`src/rtl/ahb_lite_master_bridge_if.sv`:
```
// Signal bundle for the AHB-Lite master bridge: command stream, response
// stream and the AHB-Lite master/slave bus signals.
//
// Handshake rule for both streams: a beat transfers on a rising clock edge
// where valid and ready are both high. Once valid is raised, the producer
// holds valid and its payload steady until that edge. The consumer may raise
// or lower ready at any time.
interface ahb_lite_master_bridge_if;
   // command stream (caller -> bridge)
   logic        cmd_valid;
   logic        cmd_ready;
   logic        cmd_write;
   logic [31:0] cmd_addr;
   logic [2:0]  cmd_size;
   logic [31:0] cmd_wdata;
   // response stream (bridge -> caller)
   logic        rsp_valid;
   logic        rsp_ready;
   logic [31:0] rsp_rdata;
   logic        rsp_err;
   logic        rsp_timeout;
   // AHB-Lite master outputs
   logic [31:0] HADDR;
   logic        HWRITE;
   logic [2:0]  HSIZE;
   logic [1:0]  HTRANS;
   logic [31:0] HWDATA;
   logic [2:0]  HBURST;
   logic [3:0]  HPROT;
   logic        HMASTLOCK;
   // AHB-Lite slave returns
   logic [31:0] HRDATA;
   logic        HREADY;
   logic        HRESP;

   // bridge side
   modport master (
      input  cmd_valid, cmd_write, cmd_addr, cmd_size, cmd_wdata,
      output cmd_ready,
      output rsp_valid, rsp_rdata, rsp_err, rsp_timeout,
      input  rsp_ready,
      output HADDR, HWRITE, HSIZE, HTRANS, HWDATA, HBURST, HPROT, HMASTLOCK,
      input  HRDATA, HREADY, HRESP
   );

   // caller and bus-slave side
   modport slave (
      output cmd_valid, cmd_write, cmd_addr, cmd_size, cmd_wdata,
      input  cmd_ready,
      input  rsp_valid, rsp_rdata, rsp_err, rsp_timeout,
      output rsp_ready,
      input  HADDR, HWRITE, HSIZE, HTRANS, HWDATA, HBURST, HPROT, HMASTLOCK,
      output HRDATA, HREADY, HRESP
   );
endinterface

```
`src/rtl/ahb_lite_master_bridge.sv`:
```
// Single-outstanding AHB-Lite master. Each accepted command becomes one
// SINGLE transfer (address phase, data phase) and produces exactly one
// response beat. Misaligned commands are answered with an error and never
// reach the bus. A data phase stretched past TIMEOUT wait cycles is
// abandoned and answered with rsp_timeout.
module ahb_lite_master_bridge #(
   parameter int unsigned TIMEOUT = 255
) (
   input  logic                            HCLK,
   input  logic                            HRESET,
   ahb_lite_master_bridge_if.master        bus,
   output logic [1:0]                      dbg_state_o
);

   typedef enum logic [1:0] {
      S_IDLE = 2'd0,
      S_ADDR = 2'd1,
      S_DATA = 2'd2,
      S_RESP = 2'd3
   } state_t;

   state_t      state_q, state_d;
   logic        write_q, write_d;
   logic [31:0] addr_q, addr_d;
   logic [2:0]  size_q, size_d;
   logic [31:0] wdata_q, wdata_d;
   logic [15:0] wait_cnt_q, wait_cnt_d;
   logic [31:0] rdata_q, rdata_d;
   logic        err_q, err_d;
   logic        timeout_q, timeout_d;

   logic        misaligned;

   // Alignment is judged on the incoming command so the decision is made in
   // the acceptance cycle; size codes above word are treated as misaligned.
   always_comb begin
      misaligned = 1'b0;
      if (bus.cmd_size > 3'd2) begin
         misaligned = 1'b1;
      end else if (bus.cmd_size == 3'd1 && bus.cmd_addr[0]) begin
         misaligned = 1'b1;
      end else if (bus.cmd_size == 3'd2 && bus.cmd_addr[1:0] != 2'b00) begin
         misaligned = 1'b1;
      end
   end

   // Next-state and datapath update for the transfer sequencer.
   always_comb begin
      state_d    = state_q;
      write_d    = write_q;
      addr_d     = addr_q;
      size_d     = size_q;
      wdata_d    = wdata_q;
      wait_cnt_d = wait_cnt_q;
      rdata_d    = rdata_q;
      err_d      = err_q;
      timeout_d  = timeout_q;

      unique case (state_q)
         S_IDLE: begin
            if (bus.cmd_valid) begin
               write_d    = bus.cmd_write;
               addr_d     = bus.cmd_addr;
               size_d     = bus.cmd_size;
               wdata_d    = bus.cmd_wdata;
               wait_cnt_d = 16'd0;
               rdata_d    = 32'd0;
               err_d      = 1'b0;
               timeout_d  = 1'b0;
               if (misaligned) begin
                  err_d   = 1'b1;
                  state_d = S_RESP;
               end else begin
                  state_d = S_ADDR;
               end
            end
         end

         S_ADDR: begin
            // The address phase completes on the first edge with HREADY high.
            if (bus.HREADY) begin
               wait_cnt_d = 16'd0;
               state_d    = S_DATA;
            end
         end

         S_DATA: begin
            if (bus.HREADY) begin
               // Completion; an ERROR here is the second cycle of the
               // two-cycle error response, so no data is returned.
               if (bus.HRESP) begin
                  err_d   = 1'b1;
                  rdata_d = 32'd0;
               end else begin
                  rdata_d = write_q ? 32'd0 : bus.HRDATA;
               end
               state_d = S_RESP;
            end else if (wait_cnt_q == 16'(TIMEOUT)) begin
               timeout_d = 1'b1;
               rdata_d   = 32'd0;
               state_d   = S_RESP;
            end else begin
               wait_cnt_d = wait_cnt_q + 16'd1;
            end
         end

         S_RESP: begin
            if (bus.rsp_ready) begin
               state_d = S_IDLE;
            end
         end

         default: state_d = S_IDLE;
      endcase
   end

   // State and latched-command registers; reset abandons any transfer.
   always_ff @(posedge HCLK) begin
      if (HRESET) begin
         state_q    <= S_IDLE;
         write_q    <= 1'b0;
         addr_q     <= 32'd0;
         size_q     <= 3'd0;
         wdata_q    <= 32'd0;
         wait_cnt_q <= 16'd0;
         rdata_q    <= 32'd0;
         err_q      <= 1'b0;
         timeout_q  <= 1'b0;
      end else begin
         state_q    <= state_d;
         write_q    <= write_d;
         addr_q     <= addr_d;
         size_q     <= size_d;
         wdata_q    <= wdata_d;
         wait_cnt_q <= wait_cnt_d;
         rdata_q    <= rdata_d;
         err_q      <= err_d;
         timeout_q  <= timeout_d;
      end
   end

   // Outputs decode only registered state, so no input reaches an output
   // combinationally. Address signals are shown only during the address
   // phase and write data only during the data phase.
   assign bus.cmd_ready   = (state_q == S_IDLE);
   assign bus.rsp_valid   = (state_q == S_RESP);
   assign bus.rsp_rdata   = (state_q == S_RESP) ? rdata_q : 32'd0;
   assign bus.rsp_err     = (state_q == S_RESP) ? err_q : 1'b0;
   assign bus.rsp_timeout = (state_q == S_RESP) ? timeout_q : 1'b0;

   assign bus.HTRANS    = (state_q == S_ADDR) ? 2'b10 : 2'b00;
   assign bus.HADDR     = (state_q == S_ADDR) ? addr_q : 32'd0;
   assign bus.HWRITE    = (state_q == S_ADDR) ? write_q : 1'b0;
   assign bus.HSIZE     = (state_q == S_ADDR) ? size_q : 3'd0;
   assign bus.HWDATA    = (state_q == S_DATA && write_q) ? wdata_q : 32'd0;
   assign bus.HBURST    = 3'b000;
   assign bus.HPROT     = 4'b0011;
   assign bus.HMASTLOCK = 1'b0;

   assign dbg_state_o = state_q;

endmodule

```
`src/flat_wrapper.sv`:
```
// flat-port wrapper written by rule: the top's interface ports become plain ports
module ahb_lite_master_bridge_flat 
#(
   parameter int unsigned TIMEOUT = 255
)
  (HCLK, HRESET, dbg_state_o, bus_cmd_valid, bus_cmd_write, bus_cmd_addr, bus_cmd_size, bus_cmd_wdata, bus_cmd_ready, bus_rsp_valid, bus_rsp_rdata, bus_rsp_err, bus_rsp_timeout, bus_rsp_ready, bus_HADDR, bus_HWRITE, bus_HSIZE, bus_HTRANS, bus_HWDATA, bus_HBURST, bus_HPROT, bus_HMASTLOCK, bus_HRDATA, bus_HREADY, bus_HRESP);
  ahb_lite_master_bridge_if bus_i ();
  input  logic HCLK;
  input  logic HRESET;
  output logic [1:0] dbg_state_o;
  input wire logic [$bits(bus_i.cmd_valid)-1:0] bus_cmd_valid;
  input wire logic [$bits(bus_i.cmd_write)-1:0] bus_cmd_write;
  input wire logic [$bits(bus_i.cmd_addr)-1:0] bus_cmd_addr;
  input wire logic [$bits(bus_i.cmd_size)-1:0] bus_cmd_size;
  input wire logic [$bits(bus_i.cmd_wdata)-1:0] bus_cmd_wdata;
  output wire logic [$bits(bus_i.cmd_ready)-1:0] bus_cmd_ready;
  output wire logic [$bits(bus_i.rsp_valid)-1:0] bus_rsp_valid;
  output wire logic [$bits(bus_i.rsp_rdata)-1:0] bus_rsp_rdata;
  output wire logic [$bits(bus_i.rsp_err)-1:0] bus_rsp_err;
  output wire logic [$bits(bus_i.rsp_timeout)-1:0] bus_rsp_timeout;
  input wire logic [$bits(bus_i.rsp_ready)-1:0] bus_rsp_ready;
  output wire logic [$bits(bus_i.HADDR)-1:0] bus_HADDR;
  output wire logic [$bits(bus_i.HWRITE)-1:0] bus_HWRITE;
  output wire logic [$bits(bus_i.HSIZE)-1:0] bus_HSIZE;
  output wire logic [$bits(bus_i.HTRANS)-1:0] bus_HTRANS;
  output wire logic [$bits(bus_i.HWDATA)-1:0] bus_HWDATA;
  output wire logic [$bits(bus_i.HBURST)-1:0] bus_HBURST;
  output wire logic [$bits(bus_i.HPROT)-1:0] bus_HPROT;
  output wire logic [$bits(bus_i.HMASTLOCK)-1:0] bus_HMASTLOCK;
  input wire logic [$bits(bus_i.HRDATA)-1:0] bus_HRDATA;
  input wire logic [$bits(bus_i.HREADY)-1:0] bus_HREADY;
  input wire logic [$bits(bus_i.HRESP)-1:0] bus_HRESP;
  assign bus_i.cmd_valid = bus_cmd_valid;
  assign bus_i.cmd_write = bus_cmd_write;
  assign bus_i.cmd_addr = bus_cmd_addr;
  assign bus_i.cmd_size = bus_cmd_size;
  assign bus_i.cmd_wdata = bus_cmd_wdata;
  assign bus_cmd_ready = bus_i.cmd_ready;
  assign bus_rsp_valid = bus_i.rsp_valid;
  assign bus_rsp_rdata = bus_i.rsp_rdata;
  assign bus_rsp_err = bus_i.rsp_err;
  assign bus_rsp_timeout = bus_i.rsp_timeout;
  assign bus_i.rsp_ready = bus_rsp_ready;
  assign bus_HADDR = bus_i.HADDR;
  assign bus_HWRITE = bus_i.HWRITE;
  assign bus_HSIZE = bus_i.HSIZE;
  assign bus_HTRANS = bus_i.HTRANS;
  assign bus_HWDATA = bus_i.HWDATA;
  assign bus_HBURST = bus_i.HBURST;
  assign bus_HPROT = bus_i.HPROT;
  assign bus_HMASTLOCK = bus_i.HMASTLOCK;
  assign bus_i.HRDATA = bus_HRDATA;
  assign bus_i.HREADY = bus_HREADY;
  assign bus_i.HRESP = bus_HRESP;
  ahb_lite_master_bridge #(.TIMEOUT(TIMEOUT)) u_core (.HCLK(HCLK), .HRESET(HRESET), .bus(bus_i), .dbg_state_o(dbg_state_o));
endmodule
```
`config.mk`:
```
export PLATFORM = sky130hd
export DESIGN_NAME = ahb_lite_master_bridge_flat
export DESIGN_NICKNAME = d
export VERILOG_FILES = /design/src/rtl/ahb_lite_master_bridge_if.sv /design/src/rtl/ahb_lite_master_bridge.sv /design/src/flat_wrapper.sv
export SDC_FILE = /design/constraint.sdc
export NUM_CORES = 1
export LEC_CHECK = 0
export ABC_AREA = 1
export BUFFER_PORTS_ARGS = -buffer_cell sky130_fd_sc_hd__buf_2
export CAP_MARGIN = 0
export CORE_ASPECT_RATIO = 1.75
export CORE_UTILIZATION = 45
export CTS_CLUSTER_SIZE = 14
export DETAILED_ROUTE_END_ITERATION = 10
export PLACE_DENSITY = 0.73
export SKIP_LAST_GASP = 1
export SLEW_MARGIN = 10
export SYNTH_ARGS = -nofsm -noshare
export SYNTH_HDL_FRONTEND = slang
export SYNTH_SLANG_ARGS = --single-unit
export TNS_END_PERCENT = 50
```
`constraint.sdc`:
```
create_clock -name HCLK -period 5.5 [get_ports HCLK]
set_clock_uncertainty 0.2 [all_clocks]
set_input_delay 1.1 -clock HCLK [delete_from_list [all_inputs] [get_ports HCLK]]
set_output_delay 1.1 -clock HCLK [all_outputs]
set_load 0.05 [all_outputs]
```
* Word level (Yosys, flattened, before mapping) *
Cells that the tools add are included.

storage, ports and cells
  input bits = 106
  logic and storage cells = 77
  flip-flop bits (word level) = 120
  output and inout bits = 116

operators by class
  add/sub/neg operators = 1
  reductions and logical operators = 13
  muxes and demuxes = 38
  magnitude comparators = 1
  eq/ne operators = 15

operators by type and width
  operator                                                                  number
  32-bit 2-to-1 mux                                                         8
  16-bit 2-to-1 mux                                                         4
  32-bit case mux with 2 select lines                                       1
  16-bit case mux with 3 select lines                                       1
  16-bit by 1-bit adder with 16-bit output (second input constant)          1
  16-bit by 8-bit == test with 1-bit output (second input constant)         1
  2-bit 2-to-1 mux                                                          7
  1-bit 2-to-1 mux                                                          13
  2-bit inequality test (second input constant)                             6
  4-bit AND reduction                                                       3
  2-bit case mux with 4 select lines                                        1
  5-bit AND reduction                                                       1
  2-bit == test (second input constant)                                     2
  2-bit by 1-bit inequality test with 1-bit output (second input constant)  2
  1-bit case mux with 2 select lines                                        2
  2-bit nonzero test                                                        2
  3-bit by 1-bit == test with 1-bit output (second input constant)          1
  3-bit by 2-bit == test with 1-bit output (second input constant)          1
  3-bit by 2-bit > comparator with 1-bit output (second input constant)     1
  1-bit logical AND                                                         3
  3-bit 2-to-1 mux                                                          1
  3-bit by 2-bit inequality test with 1-bit output (second input constant)  1
  3-bit AND reduction                                                       1
  3-bit nonzero test                                                        1
  3 further kinds                                                           3

* Logic depth before layout (Yosys ltp) *
Gate-level depths: netlist of run 1.

  word-level depth = 8
  mapped depth = 10
  depth with buffers taken out = 9

* Worst setup path after synthesis of run 1 *
No wires, ideal clock.

  path type = reg-to-output
  from = register u_core.state_q[1] (netlist: u_core.dbg_state_o[1])
  to = output port bus_rsp_rdata[10]
  stages on the path, launching flop included = 6
  path slack = 1976 ps
  required time = 4200 ps
  data arrival time = 2224 ps
  buffers on the path = 2
  path through = dfxtp_1 -> ha_1 -> clkbuf_1 -> clkbuf_1 -> nand2_1 -> inv_1

on the way
  cells in the longest elaborated chain, start to end = 2

ends and longest elaborated chain
  element                  line                           text
  from (decl)              ahb_lite_master_bridge.sv:22   state_t state_q, state_d;
  from (signal assigned)   ahb_lite_master_bridge.sv:130  state_q <= state_d;
  2-bit == test            n/a
  named net bus_rsp_valid  flat_wrapper.sv:17             output wire logic [$bits(bus_i.rsp_valid)-1:0] bus_rsp_valid;
  32-bit 2-to-1 mux        ahb_lite_master_bridge.sv:147  assign bus.rsp_rdata = (state_q == S_RESP) ? rdata_q : 32'd0;
  to (decl)                flat_wrapper.sv:18             output wire logic [$bits(bus_i.rsp_rdata)-1:0] bus_rsp_rdata;

The timed path passes the listed nets, and every way through them passes these cells.

* Final worst setup path of run 1 *
  from = register u_core.state_q[0] (netlist: u_core.dbg_state_o[0])
  to = output port bus_HWDATA[17]

on the way
  cells in the longest elaborated chain, start to end = 3

ends and longest elaborated chain
  element            line                           text
  2-bit == test      ahb_lite_master_bridge.sv:155  assign bus.HWDATA = (state_q == S_DATA && write_q) ? wdata_q : 32'd0;
  1-bit logical AND  ahb_lite_master_bridge.sv:155
  32-bit 2-to-1 mux  ahb_lite_master_bridge.sv:155
  to (decl)          flat_wrapper.sv:26             output wire logic [$bits(bus_i.HWDATA)-1:0] bus_HWDATA;

Every way passes these cells.

==> results by group, run 1 <==
Run status
  – Status: finished, final reports clean

Clock network
  – Post-CTS sizing: 0
  – Clk_lat worst skew: about 400 ps
  – CTS Sinks: 120
  – Hold-fix buffer count after cts: 0
  – Setup bufs post-CTS: 0
  – CTS tree: done
  – CTS Buffer Depth: 2
  – CTS H-Tree Depth: 4
  – Clk pin slew, worst setup/hold paths: roughly 50 ps
  – CTS Root Cell: clkbuf_16
  – Clock buffer count from CTS: 17

Worst hold path
  – Min-delay worst type: flop to flop

Final layout
  – Final core occ: between 50% and 60%
  – Most common cell after layout, fill and taps aside: buf_2
  – Synth-to-Final Area Change: 24.5%
  – Ant diodes: 0
  – Number of nets in the layout: about 1,200
  – Share of layout cells above drive strength 1: between 20% and 30%
  – Most frequent cells in the layout: 212 x buf_2, 171 x nand2_1, 164 x inv_1
  – Layout Cells excl Fill: roughly 1,300
  – # fillers: 1,359

Power and ir drop
  – Total Power: 3.25 mW
  – Pwr Density: 426 nW/um^2
  – VDD IR max: approximately 0.27 mV
  – Leakage: ~4.2 nW

Global route
  – Initial antenna violation count: 0
  – Largest net degree at the start of global routing: just under 100
  – GRT Residual Overflow: 0
  – Vias in the first global route: 5,651
  – GR Util All Layers: between 20% and 30%
  – Global-route wire length before repair: about 24,000 um

Place
  – Placer congestion estimate: between 0.9 and 1
  – IO Port Bufs: 212
  – HPWL Detailed: 10,500 um
  – Placed insts: 1,272

Critical path
  – Maximum fanout along the worst path: 32
  – CP arrival: roughly 2700 ps
  – Buf/Inv on CP: 2
  – Delay-heaviest family, CP: simple AND/OR/NAND/NOR gates
  – Setup Crit Path Kind: flop to output port
  – WP data required: 4200 ps
  – CP peak stage delay: 730 ps
  – Slowest CP cell: nand2_1
  – Setup crit end kind: output port
  – Crit-path cells: inv_1, ha_1, nand2_1, nor2_1, buf_2
  – CP Launch Type: flop

Floorplanning
  – Chip Height: 156 um
  – # IOs: about 220
  – Row count: between 50 and 60
  – Core Region: roughly 13,000 sq um
  – Die Wd: about 90 um
  – Starting density of the core: about 46%
  – Die Footprint: about 14,000 sq um

Job
  – # Max-Cap Violations: 0

Yosys
  – Synthesized area: about 6000 sq um
  – Ys Warns: 0
  – Flops & latches, synth: 120
  – Mean Syn Cell Area: 6.56 sq um
  – Syn Inst Count: approximately 930
  – Post-synth cell types: 36
  – Seq/Total Area, Yosys: 39.2%

Detailed routing
  – DRC viols: 0
  – Routed wire length: 15,000 um
  – Number of nets with antenna violations after routing: 0
  – Routed vias/inst: 4.71
  – Post-DR wirelength/cell: 11.5 um
  – Router iterations before antenna repair: 5
  – Via count: 6,137
  – Drt first-iter violations: about 260

Timing
  – Fin. max-slew vios: 0
  – Fmax: about 0.25 GHz
  – Worst Tran Pin Value: around 1000 ps
  – Tmin final: approximately 4000 ps
  – Endpoints failing hold: 0
  – Relative slew slack: 31.6%
  – Final setup fails: 0
  – Unrepaired setup endpoints after global routing: false
  – Final TNS setup: 0 ps
  – Period utilization: 72.2%
==> cell type report <==
cell class,instances,area [sq um],share of cell area (%)
Multi-Input combinational cell,588,2710,35.5
Clock inverter,12,104,1.36
Sequential cell,120,2400,31.5
Timing Repair Buffer,221,1130,14.8
Inverter,169,634,8.31
Clock buffer,20,437,5.72
Tap cell,174,218,2.85
==> per-layer routing <==
metal | share of wire [%] | track usage (%) | wire [um] | up-vias
li1 | - | - | - | 3198
met1 | 40 | 22.0 | 6020 | 2718
met2 | 52 | 39.3 | 7860 | 193
met3 | 5.2 | 4.96 | 779 | 28
met4 | 2.3 | 10.3 | 350 | 0
met5 | 0 | 0 | 0 | -
==> flip-flops by register name, summed over array words and instances (netlist names) <==
| register | flops |
|---|---|
| u_core.addr_q | 32 |
| u_core.rdata_q | 32 |
| u_core.wdata_q | 32 |
| u_core.wait_cnt_q | 16 |
| u_core.size_q | 3 |
| u_core.dbg_state_o | 2 |
| u_core.err_q | 1 |
| u_core.timeout_q | 1 |
| u_core.write_q | 1 |
==> Yosys cell counts (all sizes together) <==
cell	number	share of area, %
nand2	178	12
inv	168	10
nor2	160	10
dfxtp	120	39
a21oi	88	7.5
o21ai	75	6.1
nand3	57	5.3
clkbuf	35	2.3
buf	27	4.0
ha	6	1.2
nand4	6	0.61
nor3	6	0.49
conb	2	0.12
clkinv	1	0.061
dlygate4sd3	1	0.16
dlymetal6s2s	1	0.20
nand3b	1	0.12
o21bai	1	0.12
xnor2	1	0.14
==> metrics by stage <==
stage / hold WS, ps / setup slack (ps) / instance area, sq um
finish: 251 / 1530 / 7630
global route: 272 / 1260 / 7630
CTS: 252 / 1490 / 7630
detailed placement: 246 / 1940 / 7090
global placement: 246 / 2050 / 7090
floorplan: 229 / 1980 / 6160
==> final timing paths <==
kind / start / end / slack, ps / cells after the start
worst min-delay path: u_core.timeout_q / u_core.timeout_q / 250 / 2
worst min register to register: u_core.timeout_q / u_core.timeout_q / 250 / 2
worst max register to register: u_core.dbg_state_o[0] / u_core.rdata_q[7] / 3070 / 8
worst max-delay path: u_core.dbg_state_o[0] / bus_HWDATA[17] / 1530 / 5
==> power breakdown <==
part           internal [mW]  switching, mW
Sequential              1.02         0.0689
Clock                  0.618          0.391
Combinational          0.281          0.871
Total                   1.92           1.33
==> tightest hold or removal path, cell delays in order (launching register included) <==
cell	delay, ps
dfxtp_1	310
inv_1	50
a21oi_1	50
==> cell families (layout without fill, tap and decap cells) <==
group | Yosys count | in the layout | synth area share [%]
AOI/OAI and AO/OA | 164 | 164 | 13.7
DFF | 120 | 120 | 39.2
and+or+nand+nor | 408 | 408 | 28.5
adders and majority gates | 6 | 6 | 1.22
other | 2 | 9 | 0.123
buffers and inverters | 233 | 422 | 17.1
xor gates and xnor gates | 1 | 1 | 0.143
Power figures use the tool's default switching activity.
==> run 2: changes to the inputs <==
--- a/config.mk
+++ b/config.mk
@@ -5,14 +5,14 @@
 export SDC_FILE = /design/constraint.sdc
 export NUM_CORES = 1
 export LEC_CHECK = 0
-export ABC_AREA = 1
+export ABC_AREA = 0
 export BUFFER_PORTS_ARGS = -buffer_cell sky130_fd_sc_hd__buf_2
 export CAP_MARGIN = 0
 export CORE_ASPECT_RATIO = 1.75
-export CORE_UTILIZATION = 45
+export CORE_UTILIZATION = 44
 export CTS_CLUSTER_SIZE = 14
 export DETAILED_ROUTE_END_ITERATION = 10
-export PLACE_DENSITY = 0.73
+export PLACE_DENSITY = 0.75
 export SKIP_LAST_GASP = 1
 export SLEW_MARGIN = 10
 export SYNTH_ARGS = -nofsm -noshare
==> constraint.sdc (replaced) <==
create_clock -name HCLK -period 3.3 [get_ports HCLK]
set_clock_uncertainty 0.2 [all_clocks]
set_input_delay 0.66 -clock HCLK [delete_from_list [all_inputs] [get_ports HCLK]]
set_output_delay 0.66 -clock HCLK [all_outputs]
set_load 0.05 [all_outputs]
==> results by group, run 2 <==
Run status
  – Status: finished, final reports clean

Detailed routing
  – Routed wire length: 16,500 um (+9.7%)
  – Routed vias/inst: 5.17 (+9.8%)
  – Drt first-iter violations: 383 (+48%)
  – Router iterations before antenna repair: 5 (unchanged)
  – Via count: 5,688 (-7.3%)
  – Post-DR wirelength/cell: 14.9 um (+30%)
  – DRC viols: 0 (unchanged)
  – Number of nets with antenna violations after routing: 0 (unchanged)

Place
  – IO Port Bufs: 212 (unchanged)
  – HPWL Detailed: 11,100 um (+6.1%)
  – Placer congestion estimate: 0.869 (-4.5%)
  – Pre-CTS setup slack: 557 ps (-1380 ps)

Clock network
  – Post-CTS sizing: 0 (unchanged)
  – CTS H-Tree Depth: 4 (unchanged)
  – Hold-fix buffer count after cts: 0 (unchanged)
  – CTS Root Cell: clkbuf_16
  – Clk pin slew, worst setup/hold paths: 60 ps (about the same)
  – CTS tree: done
  – CTS Buffer Depth: 2 (unchanged)
  – Clock buffer count from CTS: 17 (unchanged)
  – Clk_lat worst skew: 410 ps (about the same)
  – Setup bufs post-CTS: 0 (unchanged)
  – CTS Sinks: 120 (unchanged)

Yosys
  – Mean Syn Cell Area: 7.57 sq um (+15%)
  – Post-synth cell types: 47 (+31%)
  – Commonest cells post-synth: 185 x nand2_1, 120 x dfxtp_1, 107 x a21oi_1, 72 x and2_1, 51 x clkbuf_1
  – Most area-hungry cell type in the Yosys netlist: dfxtp_1
  – Synth Flop Type: dfxtp_1
  – Seq/Total Area, Yosys: 42.9% (+3.7 points)
  – Ys Warns: 0 (unchanged)
  – Most common cell in the netlist: nand2_1
  – EDFF count, synth: 0 (unchanged)
  – Syn Inst Count: 739 (-21%)
  – Asr flop ratio synth: 0% (unchanged)
  – Synthesized area: 5600 sq um (-8.7%)
  – Area contributors post-synth: dfxtp_1 43%, nand2_1 12%, a21oi_1 9.6%
  – Top-area cell type share of the netlist area: 42.9% (+3.7 points)
  – Flops & latches, synth: 120 (unchanged)

Final layout
  – Regs by FF count: u_core.addr_q (32), u_core.rdata_q (32), u_core.wdata_q (32)
  – Final core occ: 59.4% (+2.0 points)
  – Most common cell after layout, fill and taps aside: buf_2
  – Number of nets in the layout: 1,031 (-16%)
  – Synth-to-Final Area Change: 31.9%
  – Share of layout cells above drive strength 1: 28.8% (+4.5 points)
  – Most frequent cells in the layout: 211 x buf_2, 184 x nand2_1, 120 x dfxtp_1

Floorplanning
  – # IOs: 222 (unchanged)
  – Die Wd: 87.3 um (-3.3%)
  – Starting density of the core: 45.0% (-1.0 points)
  – Core Region: 12,400 sq um (-6.6%)
  – Chip Height: 151 um (-3.3%)
  – Die Footprint: 13,200 sq um (-6.5%)
  – Row count: 54 (-3.6%)

Timing
  – Fin. max-slew vios: 0 (unchanged)
  – Endpoints failing hold: 0 (unchanged)
  – Fmax: between 0.3 and 0.4 GHz
  – Relative slew slack: 35.8% (+4.2 points)
  – Final setup fails: 0 (unchanged)
  – Unrepaired setup endpoints after global routing: false
  – Period utilization: between 90% and 100%
  – Tmin final: about 3100 ps
  – Final TNS setup: 0 ps (unchanged)
  – Setup ws final: 162 ps (-1370 ps)
  – Worst Tran Pin Value: 963 ps (-60.8 ps)

Critical path
  – Critical path origin: u_core.dbg_state_o[0]
  – WP data required: 2440 ps (-1760 ps)
  – Worst r2r src: u_core.dbg_state_o[0]
  – CP peak stage delay: 830 ps (+100 ps)
  – Buf/Inv on CP: 2 (unchanged)
  – Crit-path cells: inv_1, ha_2, and3_1, buf_2
  – Maximum fanout along the worst path: 57 (+78%)
  – Delay-heaviest family, CP: adder cells
  – CP Launch Type: flop
  – Slowest CP cell: ha_2
  – CP arrival: 2280 ps (-390 ps)
  – Setup crit end kind: output port
  – Setup Crit Path Kind: flop to output port

Global route
  – GR Util All Layers: 24.4% (+3.3 points)
  – Initial antenna violation count: 1 (+1)
  – Largest net degree at the start of global routing: 62 (-37%)
  – Vias in the first global route: 5,117 (-9.4%)
  – GRT Residual Overflow: 0 (unchanged)
  – Global-route wire length before repair: 24,800 um (+2.0%)

Job
  – # Max-Cap Violations: 0 (unchanged)

Power and ir drop
  – Pwr Density: 712 nW/um^2 (+67%)
  – Net switching power: 1.86 mW (+40%)
  – Clock power frac: 39.1% (+8.1 points)
  – Gate power share: 27.5% (-7.9 points)
  – Power Internal: 3.40 mW (+77%)
  – VDD IR max: 0.424 mV (+57%)
  – Part of the power in registers: 33.4% (-0.2 points)
  – Total Power: 5.26 mW (+62%)
  – Sw frac: 35.3% (-5.6 points)
  – Leakage: 3.37 nW (-20%)

Worst hold path
  – Hold Crit Start: u_core.addr_q[2]
  – Min-delay worst type: flop to flop
==> run 2: cells by family after synthesis <==
kind of cell | synth area share, %
simple gates | 31.3
compound gates | 17.1
flops | 42.9
buf+inv | 6.46
fa+ha+maj | 1.34
mux | 0.760
other cells | 0.134
==> run 2: final cells by class <==
type                       instances  area, sq um
sequential                       120         2400
tap                              168          210
timing repair buffer             225         1200
multi-input combinational        547         2890
antenna                            1         2.50
clock buffer                      18          429
fill                            1222         5050
clock inverter                    14          221
inverter                           8         30.0
==> run 2: worst paths after layout <==
| kind | endpoint | slack [ps] | depth (start not counted) |
|---|---|---|---|
| max reg2reg | u_core.wait_cnt_q[3] | 530 | 6 |
| min | u_core.addr_q[2] | 250 | 2 |
| min reg2reg | u_core.addr_q[2] | 250 | 2 |
| max | bus_HWDATA[13] | 160 | 4 |
==> run 2: worst min-delay path, stage by stage, from the launching register on <==
cell and delay [ps]:
dfxtp_1 300, nand2_1 50, a21oi_1 50
==> run 2: metal layers <==
layer  vias up  GRT usage (%)  part of all wire (%)  routed length, um
met3        46           5.34                   4.5                733
met4         0           12.0                   3.3                548
met2       196           41.9                    53               8690
met5         -              0                     0                  0
li1       2842              -                     -                  -
met1      2604           28.3                    39               6490
==> run 2: power by group through the flow <==
stage / Combinational [mW] / Clock (mW) / Sequential (mW)
detailed placement: 1.45 / 0 / 1.79
floorplan: 1.01 / 0 / 1.77
finish: 1.44 / 2.05 / 1.76
CTS: 1.45 / 2.08 / 1.75
global route: 1.59 / 2.14 / 1.77
global placement: 1.44 / 0 / 1.78
==> run 2: stage by stage <==
step | hold slack, ps | instances | area (sq um)
floorplan | 232 | 746 | 5620
global placement | 237 | 1068 | 6730
detailed placement | 242 | 1068 | 6730
CTS | 250 | 1100 | 7380
global route | 259 | 1101 | 7380
finish | 248 | 1101 | 7380
